## src/rtl/bubble_pkg.sv

```systemverilog
// Shared definitions for the bubble-sort processor: word width, opcodes,
// the terminating halt word and the fetch-stage state encoding.
package bubble_pkg;

    localparam int WORD_W = 32;

    localparam logic [5:0] OPC_BEQ = 6'b011000;
    localparam logic [5:0] OPC_BLE = 6'b011110;
    localparam logic [5:0] OPC_J   = 6'd2;

    // beq $0,$0,0 -- the program parks itself on this self-loop
    localparam logic [WORD_W-1:0] HALT_WORD_DEFAULT = {OPC_BEQ, 26'd0};

    typedef enum logic {
        FETCH_RUN  = 1'b0,
        FETCH_HALT = 1'b1
    } fetch_state_e;

endpackage

```

## src/rtl/instr_fetch.sv

```systemverilog
// Instruction fetch stage: program counter, instruction-memory address and
// the IF/ID pipeline register, with stall, redirect squash and halt parking.
import bubble_pkg::*;

module instr_fetch #(
    parameter logic [WORD_W-1:0] RESET_PC  = 32'd0,
    parameter logic [WORD_W-1:0] HALT_WORD = HALT_WORD_DEFAULT
) (
    input  logic              clk,
    input  logic              rst,
    output logic [WORD_W-1:0] imem_addr,
    input  logic [WORD_W-1:0] imem_data,
    input  logic              stall,
    input  logic              redirect_valid,
    input  logic [WORD_W-1:0] redirect_pc,
    output logic              if_valid,
    output logic [WORD_W-1:0] if_instr,
    output logic [WORD_W-1:0] if_pc,
    output logic [WORD_W-1:0] if_pc_next,
    output logic              halted,
    output logic [WORD_W-1:0] fetch_count
);

    fetch_state_e      state_q, state_d;
    logic [WORD_W-1:0] pc_q, pc_d;
    logic              if_valid_q, if_valid_d;
    logic [WORD_W-1:0] if_instr_q, if_instr_d;
    logic [WORD_W-1:0] if_pc_q, if_pc_d;
    logic [WORD_W-1:0] fetch_count_q, fetch_count_d;

    always_ff @(posedge clk) begin
        if (!rst) begin
            state_q       <= FETCH_RUN;
            pc_q          <= RESET_PC;
            if_valid_q    <= 1'b0;
            if_instr_q    <= '0;
            if_pc_q       <= '0;
            fetch_count_q <= '0;
        end else begin
            state_q       <= state_d;
            pc_q          <= pc_d;
            if_valid_q    <= if_valid_d;
            if_instr_q    <= if_instr_d;
            if_pc_q       <= if_pc_d;
            fetch_count_q <= fetch_count_d;
        end
    end

    // Redirect outranks stall so a squashed word can never linger in IF/ID.
    always_comb begin
        state_d       = state_q;
        pc_d          = pc_q;
        if_valid_d    = if_valid_q;
        if_instr_d    = if_instr_q;
        if_pc_d       = if_pc_q;
        fetch_count_d = fetch_count_q;

        unique case (state_q)
            FETCH_RUN: begin
                if (redirect_valid) begin
                    pc_d       = redirect_pc;
                    if_valid_d = 1'b0;
                end else if (!stall) begin
                    if_instr_d    = imem_data;
                    if_pc_d       = pc_q;
                    if_valid_d    = 1'b1;
                    fetch_count_d = fetch_count_q + 1'b1;
                    if (imem_data == HALT_WORD) begin
                        state_d = FETCH_HALT;
                    end else begin
                        pc_d = pc_q + 1'b1;
                    end
                end
            end
            FETCH_HALT: begin
                if (redirect_valid) begin
                    state_d    = FETCH_RUN;
                    pc_d       = redirect_pc;
                    if_valid_d = 1'b0;
                end else if (!stall) begin
                    if_valid_d = 1'b0;
                end
            end
            default: begin
                state_d = FETCH_RUN;
            end
        endcase
    end

    assign imem_addr   = pc_q;
    assign if_valid    = if_valid_q;
    assign if_instr    = if_instr_q;
    assign if_pc       = if_pc_q;
    assign if_pc_next  = if_pc_q + 1'b1;
    assign halted      = (state_q == FETCH_HALT);
    assign fetch_count = fetch_count_q;

endmodule

```

## config.mk

```make
export PLATFORM = sky130hd
export DESIGN_NAME = instr_fetch
export DESIGN_NICKNAME = d
export VERILOG_FILES = /design/src/rtl/bubble_pkg.sv /design/src/rtl/instr_fetch.sv
export SDC_FILE = /design/constraint.sdc
export NUM_CORES = 1
export LEC_CHECK = 0
export CORE_MARGIN = 2
export CORE_UTILIZATION = 46
export DETAILED_ROUTE_END_ITERATION = 10
export PLACE_DENSITY = 0.88
export SYNTH_ARGS = -nofsm -noshare
export SYNTH_HDL_FRONTEND = slang
export SYNTH_SLANG_ARGS = --single-unit
```

## constraint.sdc

```tcl
create_clock -name clk -period 3.1 [get_ports clk]
set_clock_uncertainty 0.15 [all_clocks]
set_input_delay 0.775 -clock clk [delete_from_list [all_inputs] [get_ports clk]]
set_output_delay 0.775 -clock clk [all_outputs]
set_load 0.05 [all_outputs]
```

# ---- After elaboration in Yosys (flattened, before gate mapping)
# Index checks and enable logic that the tools add are counted.
dict set report classes {
  addsub 3
  eq_ne 5
  n_mux 15
  bitwise_logic 3
  n_reduce_logical 3
}
# cell n
set op_table {}
lappend op_table {{$mux 32} 4}
lappend op_table {{$add 32x1->32 const B} 3}
lappend op_table {{$pmux 32 s2} 1}
lappend op_table {{$eq 32x31->1 const B} 1}
lappend op_table {{$ne 3x3->1 const B} 3}
lappend op_table {{$mux 1} 8}
lappend op_table {{$reduce_and 3->1} 2}
lappend op_table {{$pmux 1 s2} 2}
lappend op_table {{$not 1->1} 3}
lappend op_table {{$ne 2x2->1 const B} 1}
lappend op_table {{$reduce_and 2->1} 1}
dict set report word_totals {
  reg_bits 130
  out_inout_bits 162
}

# ---- Logic depth before layout (Yosys ltp)
dict set report logic_depth {
  word_depth 5
  ltp_mapped 7
  ltp_nobuf 6
}

# ---- Worst setup path after synthesis
# OpenSTA, ideal clock, no wires.
dict set report synth_timing {
  path_kind {register to output}
  start {reg if_pc_q[8], in the netlist if_pc[8]}
  end {out if_pc_next[23]}
  arrival_ns 2.668
  required_time_ns 2.175
  path_slack_ns -0.493
  path_stages_with_launch 6
  path_buffers 0
  cell_sequence {dfxtp_1 and4_1 nand3_1 nor3_1 nand4_1 xnor2_1}
}
dict set report synth_between {
  elab_chain_cells 1
}
# element line_no
set synth_lines {}
lappend synth_lines {{from (decl)} instr_fetch.sv:28} ;# logic [WORD_W-1:0] if_pc_q, if_pc_d;
lappend synth_lines {{from (signal assigned)} instr_fetch.sv:44} ;# if_pc_q <= if_pc_d;
lappend synth_lines {{$add 32x1->32} instr_fetch.sv:94} ;# assign if_pc_next = if_pc_q + 1'b1;
lappend synth_lines {{to (decl)} instr_fetch.sv:19} ;# output logic [WORD_W-1:0] if_pc_next,
# No other way between the ends.

# ---- Worst setup path in the final report
dict set report layout_timing {
  start {reg if_pc_q[5], in the netlist if_pc[5]}
  end {out if_pc_next[26]}
}
# The elaborated chain is that of the path after synthesis.

==> impl_metrics.yaml <==
synth:
  netlist_instances: 867
  yosysWarnings: 0
  synthArstFlopShare: 0
  synth.most_common_cell: "nand2_1"
  netlist_area_mm2: 0.00673
  synth_fp_nets: 938
  synth.area.top_cells: "dfxtp_1, nand2_1, a21oi_1"
  ys_ff_latch: 130
  netlist_top_cells_count: "nand2_1, dfxtp_1, a21oi_1"
  synth-edff-count: 0
  yosysSeqAreaShare: 0.387
  yosysUniqueCellTypes: 59
  synth_top_cell_area_share: 0.387
  avgSynthCellArea_um2: 7.76
  ys.flop_type: "dfxtp_1"
  yosys.area.top_type: "dfxtp_1"
floorplanning:
  die_w_um: 125
  io-pin-count: 230
  die_h_um: 125
  start_util: 0.466
  core_area_mm2: 0.0144
  row_count: 44
  die_area_mm2: 0.0156
worst_hold_path:
  hp-start: "if_instr[1]$_SDFFE_PN0P_"
  hold_path_class: "flip-flop to flip-flop"
cts:
  clock-sinks: 130
  cts_tree: "built"
  hold_buffers: 0
  cts_buffers: 17
  cts-root-buf: "clkbuf_16"
  path_clk_slew_ns: 0.06
  clk_latency_ns: 0.42
  cts.path.max_buffers: 2
  htreeDepth: 4
critical_path:
  crit_top_cell: "buf_4"
  required_ns: 2.17
  crit_path_max_fanout: 6
  cp-end-kind: "output port"
  cp_num_buf_inv: 3
  cp_slowest_cell: "dfxtp_1"
  r2r-start: "imem_addr[4]$_SDFFE_PN0P_"
  crit_arrival_ns: 2.13
  timing.critical_path.from: "if_pc[5]$_SDFFE_PN0P_"
  crit_type: "flip-flop to output port"
  cp_cell_sequence: "and4_4 > nand4_1 > buf_4 > nor2_4 > buf_4 > nand3_2 > xnor2_2 > buf_12"
  cp_top_family: "simple AND/OR/NAND/NOR gates"
  critical_path.startpoint_type: "flip-flop"
  slowest_delay_ns: 0.33
timing:
  fin_crit_sh: 0.985
  timing.fmax_ghz: 0.328
  maxSlewViolCount: 0
  hold_ws_ns: 0.302
  fin_ws_ns: 0.0473
  final-hold-violation-count: 0
  tightest_slew_ns: 0.798
  relSlewSlack: 0.464
  finalSetupViolCount: 0
  finalCriticalPeriod_ns: 3.05
route:
  drtIter0Drc: 741
  ant_nets: 0
  dr.pass1.iters: 6
  vias_per_cell: 5.90
  wl_mm: 24.4
  wl_per_cell_um: 18.5
  vias: 7770
  drc: 0
place:
  place_congestion: 0.907
  post-place-ws_ns: 0.00788
  place_hpwl_mm: 17.0
  port_buffers: 229
power_and_ir_drop:
  p_int_mw: 3.40
  seqPwrFrac: 0.379
  switching_share: 0.286
  power_density_mw_per_mm2: 443
  combPwrFrac: 0.172
  p_switching_mw: 1.36
  p_leak_nw: 3.91
  power.share.clock: 0.449
  irDropWorstVdd_uv: 418
flow_run:
  drv_cap: 0
grt:
  grt_pass1_vias: 7282
  grt_pass1_wl_mm: 38.1
  antenna_found_initial: 0
  grt_usage: 0.299
  grt_max_degree: 45
  grt_overflow: 0
finish:
  fin_nets: 1191
  area.growth.synth_to_final_pct: 59.8
  drive_gt1_frac: 0.168
  antenna_cells: 0
outcome:
  status: "finished, final reports clean"
-- cell usage in the layout, fill, tap and decap left out, drive strengths merged, types with 4 or more instances in the layout --
cell	Yosys	routed
a22oi	14	14
nor4	23	23
and3	20	20
inv	11	13
dfxtp	130	130
a21oi	89	89
and2	7	7
nor3	18	18
nand2	203	203
o32ai	9	9
a32o	8	8
clkdlybuf4s50	0	204
clkbuf	37	17
or3	6	6
o31ai	6	6
xor2	15	15
nand4	31	31
nand3	45	45
xnor2	38	38
o31a	6	6
and4	9	9
buf	23	90
o21ai	15	15
clkinv	0	7
a31oi	8	8
nor2	49	49
o22ai	8	8
bufinv	0	4
-- metal layers --
layer | track usage | vias to the layer above | routed length, um
met4 | 0.135 | 0 | 950
met1 | 0.366 | 3625 | 9590
met2 | 0.509 | 455 | 11700
met5 | 0 | - | 0
met3 | 0.0616 | 77 | 2130
li1 | - | 3613 | -
-- worst min-delay path: stages, from the launching register on --
cell     delay (ns)
dfxtp_1        0.30
nand2_1        0.05
a21oi_1        0.05
-- cell families (layout without fill, tap and decap cells) --
| logic type | after synthesis | in the layout | synth area share |
|---|---|---|---|
| fa+ha+maj | 3 | 3 | 0.00558 |
| simple gates | 426 | 426 | 0.318 |
| flops | 130 | 130 | 0.387 |
| xor+xnor | 53 | 53 | 0.0690 |
| buf+inv | 71 | 337 | 0.0457 |
| compound gates | 182 | 182 | 0.172 |
| mux | 2 | 2 | 0.00298 |
-- sequential cells by signal, indices dropped and copies added, names as in the netlist --
register,count
fetch_count,32
if_instr,32
if_pc,32
imem_addr,32
halted,1
if_valid,1
-- cell type report --
type / count / area, um2
Inverter: 11 / 42.5
Clock buffer: 17 / 425
Timing Repair Buffer: 294 / 3080
Multi-Input combinational cell: 666 / 4130
Sequential cell: 130 / 2630
Fill cell: 989 / 3670
Clock inverter: 15 / 206
Tap cell: 184 / 230
-- power groups by stage --
stage	registers, mW	logic, mW	clock network, mW
CTS	1.81	0.809	2.15
finish	1.81	0.819	2.14
floorplan	2.02	0.264	0
global route	1.81	0.855	2.22
global placement	1.84	0.793	0
detailed placement	1.84	0.803	0
-- path summary, 6_finish.rpt --
path                                      to  slack, ns  cells past startpoint
hold / removal      if_instr[1]$_SDFFE_PN0P_       0.30                      2
hold reg to reg     if_instr[1]$_SDFFE_PN0P_       0.30                      2
setup / recovery              if_pc_next[26]       0.05                      8
setup reg to reg  imem_addr[31]$_SDFFE_PN0P_       0.59                      5
-- stage by stage --
step	std cells	setup TNS, ns	power, mW	instance area [um2]	util
after floorplan	867	-0.163	2.28	6980	-
after global placement	1278	0	2.63	9970	0.691
after detailed placement	1278	0	2.64	9970	0.691
after CTS	1313	0	4.77	10600	0.738
after global routing	1317	-0.0436	4.89	10800	0.745
final	1317	0	4.77	10800	0.745
-- what timing repair did --
action | in CTS | in global routing
pin swaps | 3 | 8
endpoints found under the hold margin | 0 | 0
resized for setup | 8 | 20
setup endpoints to repair | 16 | 17
setup buffers | 3 | 4
No activity file was read; power rests on OpenSTA's default activity.
